--- src/rtl/aq_lsu_amo_pkg.sv ---
// Shared definitions for the LSU AMO store-buffer control: entry count,
// data width and the per-entry state encoding.
package aq_lsu_amo_pkg;

    localparam int AMO_ENTRY_NUM = 4;
    localparam int AMO_ID_W      = 2;
    localparam int AMO_DATA_W    = 64;

    typedef enum logic [1:0] {
        AMO_IDLE     = 2'b00,
        AMO_WAIT_SRC = 2'b01,
        AMO_WAIT_RST = 2'b10,
        AMO_RDY      = 2'b11
    } amo_state_e;

endpackage

--- src/rtl/aq_lsu_amo_stb_entry.sv ---
// One AMO store-buffer entry: state machine plus its operand/result register.
// The violation output exists only when AQ_LSU_AMO_PROT_CHK_EN is defined.
module aq_lsu_amo_stb_entry
    import aq_lsu_amo_pkg::*;
(
    input  logic                  forever_cpuclk,
    input  logic                  cpurst,
    input  logic                  alloc_hit,
    input  logic [AMO_DATA_W-1:0] alloc_data,
    input  logic                  issue_hit,
    input  logic                  flush,
    input  logic                  rst_hit,
    input  logic [AMO_DATA_W-1:0] rst_data,
    input  logic                  grant_hit,
`ifdef AQ_LSU_AMO_PROT_CHK_EN
    output logic                  viol,
`endif
    output amo_state_e            state,
    output logic [AMO_DATA_W-1:0] data
);

    // Every event is judged against the state held at the start of the cycle,
    // so an illegal event simply falls through the case and changes nothing.
    always_ff @(posedge forever_cpuclk) begin
        if (cpurst) begin
            state <= AMO_IDLE;
        end else begin
            case (state)
                AMO_IDLE:     if (alloc_hit) state <= AMO_WAIT_SRC;
                AMO_WAIT_SRC: begin
                    if (flush)          state <= AMO_IDLE;
                    else if (issue_hit) state <= AMO_WAIT_RST;
                end
                AMO_WAIT_RST: if (rst_hit)   state <= AMO_RDY;
                AMO_RDY:      if (grant_hit) state <= AMO_IDLE;
                default:      state <= AMO_IDLE;
            endcase
        end
    end

    always_ff @(posedge forever_cpuclk) begin
        if (alloc_hit && state == AMO_IDLE) begin
            data <= alloc_data;
        end else if (rst_hit && state == AMO_WAIT_RST) begin
            data <= rst_data;
        end
    end

`ifdef AQ_LSU_AMO_PROT_CHK_EN
    assign viol = (alloc_hit && state != AMO_IDLE)
                | (issue_hit && state != AMO_WAIT_SRC)
                | (rst_hit   && state != AMO_WAIT_RST);
`endif

endmodule

--- src/rtl/aq_lsu_amo_stb_ctrl.sv ---
// AMO store-buffer control: four entries, round-robin result write-back.
// Define AQ_LSU_AMO_PROT_CHK_EN to enable the sticky protocol-violation flag.
module aq_lsu_amo_stb_ctrl
    import aq_lsu_amo_pkg::*;
(
    input  logic                  forever_cpuclk,
    input  logic                  cpurst,
    input  logic                  alloc_vld,
    input  logic [AMO_ID_W-1:0]   alloc_id,
    input  logic [AMO_DATA_W-1:0] alloc_data,
    output logic [AMO_ENTRY_NUM-1:0] stb_amo_free,
    input  logic                  da_amo_src_vld,
    input  logic [AMO_ID_W-1:0]   da_amo_stb_id,
    output logic [AMO_DATA_W-1:0] stb_amo_alu_src1,
    input  logic                  amo_alu_stb_rst_vld,
    input  logic [AMO_ID_W-1:0]   amo_alu_stb_id,
    input  logic [AMO_DATA_W-1:0] amo_alu_stb_rst,
    output logic                  stb_wb_req_vld,
    output logic [AMO_ID_W-1:0]   stb_wb_id,
    output logic [AMO_DATA_W-1:0] stb_wb_data,
    input  logic                  wb_stb_grant,
    input  logic                  amo_flush,
    output logic                  amo_stb_err
);

    amo_state_e              entry_state [AMO_ENTRY_NUM];
    logic [AMO_DATA_W-1:0]   entry_data  [AMO_ENTRY_NUM];
    logic [AMO_ENTRY_NUM-1:0] entry_rdy;
`ifdef AQ_LSU_AMO_PROT_CHK_EN
    logic [AMO_ENTRY_NUM-1:0] entry_viol;
`endif

    logic [AMO_ID_W-1:0] wb_ptr;
    logic                hold_vld_q;
    logic [AMO_ID_W-1:0] hold_id_q;
    logic                pick_vld;
    logic [AMO_ID_W-1:0] pick_id;
    logic                wb_fire;

    function automatic logic [AMO_ID_W:0] rr_pick(input logic [AMO_ENTRY_NUM-1:0] rdy,
                                                   input logic [AMO_ID_W-1:0] ptr);
        logic [AMO_ID_W-1:0] idx;
        rr_pick = '0;
        for (int k = AMO_ENTRY_NUM - 1; k >= 0; k--) begin
            idx = ptr + AMO_ID_W'(k);
            if (rdy[idx]) rr_pick = {1'b1, idx};
        end
    endfunction

    for (genvar i = 0; i < AMO_ENTRY_NUM; i++) begin : g_entry
        aq_lsu_amo_stb_entry u_entry (
            .forever_cpuclk (forever_cpuclk),
            .cpurst         (cpurst),
            .alloc_hit      (alloc_vld && alloc_id == AMO_ID_W'(i)),
            .alloc_data     (alloc_data),
            .issue_hit      (da_amo_src_vld && da_amo_stb_id == AMO_ID_W'(i)),
            .flush          (amo_flush),
            .rst_hit        (amo_alu_stb_rst_vld && amo_alu_stb_id == AMO_ID_W'(i)),
            .rst_data       (amo_alu_stb_rst),
            .grant_hit      (wb_fire && stb_wb_id == AMO_ID_W'(i)),
`ifdef AQ_LSU_AMO_PROT_CHK_EN
            .viol           (entry_viol[i]),
`endif
            .state          (entry_state[i]),
            .data           (entry_data[i])
        );
        assign stb_amo_free[i] = (entry_state[i] == AMO_IDLE);
        assign entry_rdy[i]    = (entry_state[i] == AMO_RDY);
    end

    assign stb_amo_alu_src1 = entry_data[da_amo_stb_id];

    // Request is driven from registered entry state only; once offered and not
    // granted, the chosen id is latched so a newly ready entry cannot steal it.
    assign {pick_vld, pick_id} = rr_pick(entry_rdy, wb_ptr);
    assign stb_wb_req_vld = hold_vld_q | pick_vld;
    assign stb_wb_id      = hold_vld_q ? hold_id_q : pick_id;
    assign stb_wb_data    = stb_wb_req_vld ? entry_data[stb_wb_id] : '0;
    assign wb_fire        = stb_wb_req_vld & wb_stb_grant;

    always_ff @(posedge forever_cpuclk) begin
        if (cpurst) begin
            wb_ptr     <= '0;
            hold_vld_q <= 1'b0;
            hold_id_q  <= '0;
        end else begin
            if (wb_fire) wb_ptr <= stb_wb_id + AMO_ID_W'(1);
            hold_vld_q <= stb_wb_req_vld & ~wb_stb_grant;
            if (stb_wb_req_vld && !wb_stb_grant) hold_id_q <= stb_wb_id;
        end
    end

`ifdef AQ_LSU_AMO_PROT_CHK_EN
    logic err_q;
    always_ff @(posedge forever_cpuclk) begin
        if (cpurst)           err_q <= 1'b0;
        else if (|entry_viol) err_q <= 1'b1;
    end
    assign amo_stb_err = err_q;
`else
    assign amo_stb_err = 1'b0;
`endif

endmodule

--- config.mk ---
export PLATFORM = sky130hd
export DESIGN_NAME = aq_lsu_amo_stb_ctrl
export DESIGN_NICKNAME = d
export VERILOG_FILES = /design/src/rtl/aq_lsu_amo_pkg.sv /design/src/rtl/aq_lsu_amo_stb_entry.sv /design/src/rtl/aq_lsu_amo_stb_ctrl.sv
export SDC_FILE = /design/constraint.sdc
export NUM_CORES = 1
export LEC_CHECK = 0
export BUFFER_PORTS_ARGS = -buffer_cell sky130_fd_sc_hd__buf_2
export CORE_UTILIZATION = 45
export CTS_CLUSTER_SIZE = 40
export DETAILED_ROUTE_END_ITERATION = 6
export HOLD_SLACK_MARGIN = 0.1
export PLACE_DENSITY = 0.76
export SLEW_MARGIN = 15
export SYNTH_ARGS = -nofsm -noshare
export SYNTH_HDL_FRONTEND = slang
export SYNTH_SLANG_ARGS = --single-unit
--- constraint.sdc ---
create_clock -name forever_cpuclk -period 8.7 [get_ports forever_cpuclk]
set_input_delay 0 -clock forever_cpuclk [delete_from_list [all_inputs] [get_ports forever_cpuclk]]
set_output_delay 0 -clock forever_cpuclk [all_outputs]
set_load 0.03 [all_outputs]
==> run summary, run 1 <==
CTS H-tree depth - 1
worst path required time - 8.70 ns
largest net degree at the start of global routing - 75
worst setup skew after layout - 0.0160 ns
DRT antenna net count - 0
Fmax - 0.234 GHz
number of antenna violations at the first check in global routing - 4
vias in the first global route - 11,400
Slew Limit Fails - 0
Post-route DRC - 0
power density cells - 159 nW/µm²
clk root buf - clkbuf_16
first-pass GRT wire length - 64,000 µm
DR iter-0 viols - 798
measured slew at the worst slew-check pin - 1.15 ns
Post-CTS Setup Inserts - 0
height of the die - 184 µm
final wirelength - 42,200 µm
Total GRT Usage - 24.7%
Mapped Cells - 956
YS warnings - 0
Worst Setup Path Type - flop to output pin
clock transition at the registers of the reported paths - 0.06 ns
Worst EP arrival - 4.27 ns
minimum clock period - 4.27 ns
top-area cell type share of the netlist area - 51.4%
Lkg Pwr - 6.94 nW
Die Span X - 184 µm
Fin Setup TNS - 0 ns
biggest area consumer among synthesized cells - edfxtp_1
syn_nets - 1,097
FFs w/ async S/R, synth - 0%
core area - 32,600 µm²
CP endpoint kind - output pin
DR vias/cell - 5.75
# IOs - 277
vias - 10,700
CTS tree - built
starting density of the core - 45.8%
Worst Setup Start Kind - flop
layout cell share with drive strength beyond 1 - 39.9%
unrepaired setup endpoints after global routing - no
IO buf count - 275
Peak supply drop - 0.175 mV
GR Overflow Total - 0
Max transition margin - 23.2%
FF+latch count, synth - 269
outcome - completed
endpoints failing hold - 0
commonest non-fill, non-tap cell in the layout - buf_2
Initial DRT Pass Iterations - 5
die footprint - 34,000 µm²
GPL Wtd Cong - 0.852
Final HPWL DP - 23,700 µm
Mapped Area - 15,000 µm²
Wirelength per Cell - 22.6 µm
fin util - 60.1%
post-synthesis cell type count - 49
cts bufs inserted - 31
HP Class - primary input to flop
Most used DFF post-synth - edfxtp_1
Area growth, synth to finish - 31.0%
Sink Count - 269
fin crit share - 49.1%
register area share after synthesis - 53.1%
setup violators final - 0
Max clock buf depth - 3
Mean Syn Cell Area - 15.6 µm²
Synth area leaders - edfxtp_1, mux2_2, mux4_2, mux2i_1, mux2_1
Clk Latency, worst-skew pair - 0.55 ns
commonest non-fill, non-tap cells in the layout - buf_2, edfxtp_1, dlygate4sd3_1, mux2_2, mux2i_1
Max FO, Critical Path - 74
Layout Nets - 1,543
EDFF count, synth - 256
std cell rows - 66
max-cap check violation count - 0
==> registers in the layout (all words and copies together), names as in the netlist, named ones only <==
| register | flops |
|---|---|
| g_entry.u_entry.data | 256 |
| wb_ptr | 2 |
| g_entry.u_entry.state | 4 |
| hold_vld_q | 1 |
| hold_id_q | 2 |
==> cell families (layout without fill, tap and decap cells) <==
family,Yosys count,after routing,share of synthesized area (%)
flops,269,269,53.1
mux,449,449,37.5
compound gates,96,96,4.38
other cells,1,4,0.0251
simple gates,60,60,2.18
xor+xnor,1,1,0.0586
buf+inv,80,546,2.67
==> synth_stat cells, types with 3 or more instances <==
| master | number |
|---|---|
| edfxtp_1 | 256 |
| mux2_2 | 157 |
| mux2i_1 | 129 |
| mux2_1 | 99 |
| mux4_2 | 64 |
| o22ai_1 | 64 |
| clkbuf_1 | 32 |
| buf_2 | 22 |
| nand2_1 | 15 |
| nor2_1 | 15 |
| dfxtp_1 | 13 |
| buf_1 | 12 |
| buf_6 | 9 |
| a21oi_1 | 8 |
| a31oi_1 | 4 |
| nor4b_1 | 4 |
| a211oi_1 | 3 |
| and2_1 | 3 |
| nand4b_1 | 3 |
| nor2b_1 | 3 |
| nor3b_1 | 3 |
==> worst max-delay path, stage by stage, from the launching register on <==
cell	delay, ns
dfxtp_1	0.56
nand2_1	0.18
o21ai_1	0.25
a311oi_4	0.20
inv_6	0.68
buf_4	0.92
mux2i_1	0.23
o22ai_1	0.34
buf_2	0.27
==> report_power, final <==
part	leakage, nW	internal (W)	switching, W	total (W)
combinational	4.05	0.000224	0.000226	0.000450
sequential	2.45	0.00148	0.0000202	0.00150
clock	0.437	0.000665	0.000503	0.00117
total	6.94	0.00236	0.000750	0.00311
==> through the flow <==
stage / instances / power [W] / hold slack, ns / setup WS [ns] / cell area [µm²]
after floorplan: 956 / 0.00176 / 0.0716 / 4.22 / 15000
after global placement: 1612 / 0.00188 / 0.319 / 5.23 / 16700
after detailed placement: 1612 / 0.00189 / 0.324 / 5.07 / 16700
after CTS: 1864 / 0.00313 / 0.167 / 4.43 / 19600
after global routing: 1867 / 0.00322 / 0.206 / 4.25 / 19600
final: 1867 / 0.00311 / 0.173 / 4.43 / 19600
==> cell type report <==
class	count	area [µm²]
Antenna cell	3	7.51
Inverter	4	20.0
Sequential cell	269	7950
Fill cell	2462	13000
Timing Repair Buffer	489	3490
Clock inverter	10	48.8
Clock buffer	43	841
Multi-Input combinational cell	607	6690
Tap cell	442	553
==> final timing paths <==
kind | from | slack (ns) | cells after the start | end
setup / recovery | g_entry[2].u_entry.state[0] | 4.43 | 8 | stb_wb_data[2]
hold reg to reg | hold_id_q[1] | 0.50 | 2 | hold_id_q[1]
hold / removal | da_amo_stb_id[0] | 0.17 | 5 | flop
setup reg to reg | g_entry[2].u_entry.state[0] | 5.53 | 6 | flop
==> layer usage <==
layer	GRT usage (%)	part of all wire, %	vias to the layer above
met4	8.50	2.4	2
met2	43.9	51	446
li1	-	-	4816
met5	0	0.031	-
met3	4.03	6.8	75
met1	30.3	40	5401
==> what timing repair did <==
action / CTS / global route
setup endpoints to repair: 0 / 0
resized for setup: 0 / 0
hold endpoints to repair: 269 / 0
hold buffers: 199 / 0
Note: power is estimated with default switching activity, not from simulation.
==> run 2: changes to the inputs <==
- PLACE_DENSITY: 0.76 -> 0.78
- clock period: 8.7 -> 3.9 ns (I/O delays scaled with it)
==> run 2 against run 1 <==
Against the previous run: flip-flop and latch count is the same; setup slack worse by 3.8 ns; total power up 130%; critical path type unchanged; critical endpoint is now stb_wb_data[33].
==> run summary, run 2 (synthesized netlist as in run 1, its figures left out) <==
Peak supply drop - 0.285 mV
first-pass GRT wire length - 63,800 µm
IO buf count - 275
commonest non-fill, non-tap cells in the layout - buf_2, edfxtp_1, dlygate4sd3_1, mux2_2, mux2i_1
Worst EP arrival - 3.31 ns
max-cap check violation count - 0
fin crit share - 84.8%
fin util - 60.6%
dpl cells - 1,615
Post-route DRC - 0
CP endpoint kind - output pin
DRT antenna net count - 0
Layout Nets - 1,547
Worst path slowest cell - dfxtp_1
hold path start - alloc_id[0]
vias in the first global route - 11,400
Finished Cell Area - 19,800 µm²
clock transition at the registers of the reported paths - 0.06 ns
DR vias/cell - 5.79
Post-DP Area - 16,800 µm²
Initial DRT Pass Iterations - 5
commonest non-fill, non-tap cell in the layout - buf_2
post-cts sizing count - 0
hold path depth - 3
height of the die - 184 µm
endpoints failing hold - 0
vias - 10,800
Max FO, Critical Path - 48
crit-path leading delay family - buffers and inverters
HP Class - primary input to flop
Fmax - 0.302 GHz
worst setup skew after layout - 0.0163 ns
RR Endpoint - g_entry[1].u_entry.data[4]
outcome - completed
core area - 32,600 µm²
Reg2Reg Depth - 4
Max clock buf depth - 3
max reg flops - 256
die footprint - 34,000 µm²
worst path required time - 3.90 ns
Biggest register - g_entry.u_entry.data
number of antenna violations at the first check in global routing - 3
Worst Setup Start Kind - flop
Slew Limit Fails - 0
worst path cell trace - nand2_1 > o21ai_1 > a311oi_4 > inv_6 > buf_12 > mux2i_1 > o22ai_1 > buf_2
minimum clock period - 3.31 ns
worst reg2reg path startpoint - g_entry[1].u_entry.state[0]
starting density of the core - 45.8%
layout cell share with drive strength beyond 1 - 40.1%
# hold bufs at CTS - 201
Finished Layout Cells - 1,873
CTS tree - built
unrepaired setup endpoints after global routing - no
clk root buf - clkbuf_16
Clk Latency, worst-skew pair - 0.55 ns
CP startpoint - g_entry[2].u_entry.state[0]
Final HPWL DP - 23,800 µm
hold path endpoint - g_entry[2].u_entry.data[61]
power density cells - 357 nW/µm²
hold_ws - 0.175 ns
GPL Wtd Cong - 0.889
Max transition margin - 24.3%
Die Span X - 184 µm
Fin Setup TNS - 0 ns
Total GRT Usage - 24.5%
GR Overflow Total - 0
Worst Setup Path Type - flop to output pin
Area growth, synth to finish - 32.1%
largest net degree at the start of global routing - 74
CP peak stage delay - 0.55 ns
Post-CTS Setup Inserts - 0
reg-to-reg setup timing slack - 0.90 ns
CP Buf/Inv Count - 3
cts bufs inserted - 30
# IOs - 277
CTS H-tree depth - 1
Wirelength per Cell - 22.4 µm
std cell rows - 66
Sink Count - 269
Regs by FF count - g_entry.u_entry.data: 256 flops, g_entry.u_entry.state: 4 flops
setup violators final - 0
measured slew at the worst slew-check pin - 1.14 ns
# fillers - 2,460
DR iter-0 viols - 585
Lkg Pwr - 7.00 nW
final wirelength - 42,000 µm
[run 2: cell types whose count changed in the layout (fill, tap and decap cells not counted)]
cell,previous run,this run
clkinv_1,3,4
clkinv_2,6,8
buf_4,17,13
inv_6,1,2
bufinv_16,0,2
clkbuf_1,10,8
clkbuf_8,2,0
buf_12,0,7
clkinvlp_4,1,0
dlygate4sd3_1,199,201
[run 2: worst max path at each step]
stage | depth (start not counted) | to
6_report | 8 | stb_wb_data[33]
5_1_grt | 8 | stb_wb_data[33]
4_1_cts | 8 | stb_wb_data[33]
3_5_place_dp | 8 | stb_wb_data[33]
3_3_place_gp | 8 | stb_wb_data[51]
2_1_floorplan | 3 | g_entry[0].u_entry.data[0]
[run 2: layer usage]
metal	global-route usage [%]	routed length (µm)	vias to the layer above
met5	0	0	-
met4	10.1	1260	0
met1	29.4	16100	5422
met3	3.89	2780	94
li1	-	-	4824
met2	43.6	21900	498
[run 2: power by group]
part / switching [W] / internal (W)
sequential: 0.0000447 / 0.00329
clock: 0.00112 / 0.00158
combinational: 0.000510 / 0.000507
total: 0.00168 / 0.00537
[run 2: stage by stage]
stage	power [W]	setup slack, ns
6_report	0.00705	0.593
5_1_grt	0.00727	0.399
4_1_cts	0.00707	0.656
3_5_place_dp	0.00421	1.24
3_3_place_gp	0.00419	1.32
2_1_floorplan	0.00391	0.155
[run 2: cell type report]
class / count / area [µm²] / area share (%)
repair buffers: 494 / 3620 / 18.3
multi-input cells: 607 / 6690 / 33.8
flip-flops and latches: 269 / 7950 / 40.2
clock inverters: 15 / 124 / 0.627
diodes: 3 / 7.51 / 0.0380
inverters: 4 / 20.0 / 0.101
well taps: 442 / 553 / 2.80
clock buffers: 39 / 806 / 4.08
[run 2: worst reg2reg max path: cells and delay by family (launching register included)]
kind / cells / cell delay (ns)
buf+inv: 2 / 1.16
simple gates: 1 / 0.66
flops: 1 / 0.51
mux: 1 / 0.39
==> run 3: changes to the inputs <==
- PLACE_DENSITY: 0.78 -> 0.76
- clock period: 3.9 -> 3.2 ns (I/O delays scaled with it)
==> run 3 against run 2 <==
Against the previous run: register-to-register slack lost 0.56 ns; combinational power grew 22%; flip-flop and latch count is the same; sequential power grew 22%; final area grew 0.54%.
==> run summary, run 3 (synthesized netlist as in run 1, its figures left out) <==
cts bufs inserted - 30
clk root buf - clkbuf_16
Worst EP arrival - 3.11 ns
worst path required time - 3.20 ns
max reg flops - 256
Fin Setup TNS - 0 ns
HP Class - primary input to flop
hold path depth - 3
fin util - 60.9%
Reg2Reg Depth - 4
power density cells - 428 nW/µm²
Biggest register - g_entry.u_entry.data
Post-route DRC - 0
measured slew at the worst slew-check pin - 1.12 ns
Worst Setup Path Type - flop to output pin
setup ws final - 0.0915 ns
outcome - completed
clock transition at the registers of the reported paths - 0.06 ns
GPL Wtd Cong - 0.875
std cell rows - 66
commonest non-fill, non-tap cells in the layout - buf_2, edfxtp_1, dlygate4sd3_1, mux2_2, mux2i_1
Final HPWL DP - 23,800 µm
height of the die - 184 µm
CTS tree - built
worst setup skew after layout - 0.00874 ns
fin crit share - 97.1%
Total GRT Usage - 24.4%
vias in the first global route - 11,500
CP peak stage delay - 0.58 ns
CP endpoint kind - output pin
Sink Count - 269
routing usage on met3 - 4.25%
worst path cell trace - nand2_1 > a211oi_2 > a311oi_4 > buf_4 > clkinv_8 > buf_4 > mux2i_1 > o22ai_1 > buf_2
ant diodes - 0
final wirelength - 41,800 µm
# IOs - 277
Peak supply drop - 0.473 mV
commonest non-fill, non-tap cell in the layout - buf_2
first-pass GRT wire length - 63,400 µm
DR iter-0 viols - 702
DR vias/cell - 5.78
Layout Nets - 1,557
Clk Latency, worst-skew pair - 0.55 ns
Lkg Pwr - 7.07 nW
vias - 10,900
minimum clock period - 3.11 ns
setup violators final - 0
GRT busiest layer - met2
Die Span X - 184 µm
Max transition margin - 25.2%
number of antenna violations at the first check in global routing - 0
endpoints failing hold - 0
Regs by FF count - g_entry.u_entry.data: 256 flops, g_entry.u_entry.state: 4 flops
Worst path slowest cell - dfxtp_1
Wirelength per Cell - 22.2 µm
CTS H-tree depth - 1
M2 GR Usage - 42.6%
IO buf count - 275
Initial DRT Pass Iterations - 4
dpl cells - 1,622
layout cell share with drive strength beyond 1 - 40.3%
Max clock buf depth - 3
core area - 32,600 µm²
Max FO, Critical Path - 35
hold_ws - 0.127 ns
Finished Layout Cells - 1,881
Fmax - 0.322 GHz
Worst Setup Start Kind - flop
most used cell, CP - buf_4
pre-CTS WS - 0.704 ns
Slew Limit Fails - 0
max-cap check violation count - 0
die footprint - 34,000 µm²
GR Overflow Total - 0
DRT antenna net count - 0
Area growth, synth to finish - 32.8%
largest net degree at the start of global routing - 69
starting density of the core - 45.8%
met1 GRT Util - 30.2%
==> run 3: layer usage <==
layer	vias to the layer above	wire length (µm)
met5	-	0
met4	0	1410
met3	92	2770
met2	434	21000
met1	5503	16600
li1	4838	-
==> run 3: worst max-delay path, delay by kind of cell, from the launching register on <==
kind / cells / cell delay (ns)
simple gates: 1 / 0.19
compound gates: 3 / 0.51
buf+inv: 4 / 0.95
flops: 1 / 0.58
mux: 1 / 0.31
==> run 3: area by class of cell <==
type                            instances  area (µm²)
Clock inverter                         19         110
Timing Repair Buffer                  504        3750
Multi-Input combinational cell        607        6680
Sequential cell                       269        7950
Inverter                                4        27.5
Fill cell                            2443       12800
Tap cell                              442         553
Clock buffer                           36         795
==> run 3: timing repair <==
action,4_1_cts,5_1_grt
hold endpoints to repair,271,0
hold buffers,201,0
resized for setup,0,3
endpoints found under the setup margin,0,29
setup buffers,0,3
==> run 3: power breakdown <==
group          switching, W  leakage [nW]  internal, W  total (W)
clock network       0.00138         0.445      0.00183    0.00321
registers         0.0000556          2.45      0.00401    0.00406
logic              0.000615          4.17     0.000625    0.00124
total               0.00205          7.07      0.00646    0.00851
==> run 3: final timing paths <==
path,start,endpoint,slack (ns)
setup / recovery,g_entry[3].u_entry.state[0],stb_wb_data[45],0.09
setup reg to reg,flop,g_entry[1].u_entry.data[34],0.34
hold / removal,amo_alu_stb_id[0],g_entry[3].u_entry.data[3],0.13
hold reg to reg,hold_id_q[1],hold_id_q[1],0.50
==> run 3: stage by stage <==
stage,total power [W],instance area (µm²)
after floorplan,0.00477,15000
after global placement,0.00512,16900
after detailed placement,0.00514,16900
after CTS,0.00855,19800
after global routing,0.00877,19900
final,0.00851,19900
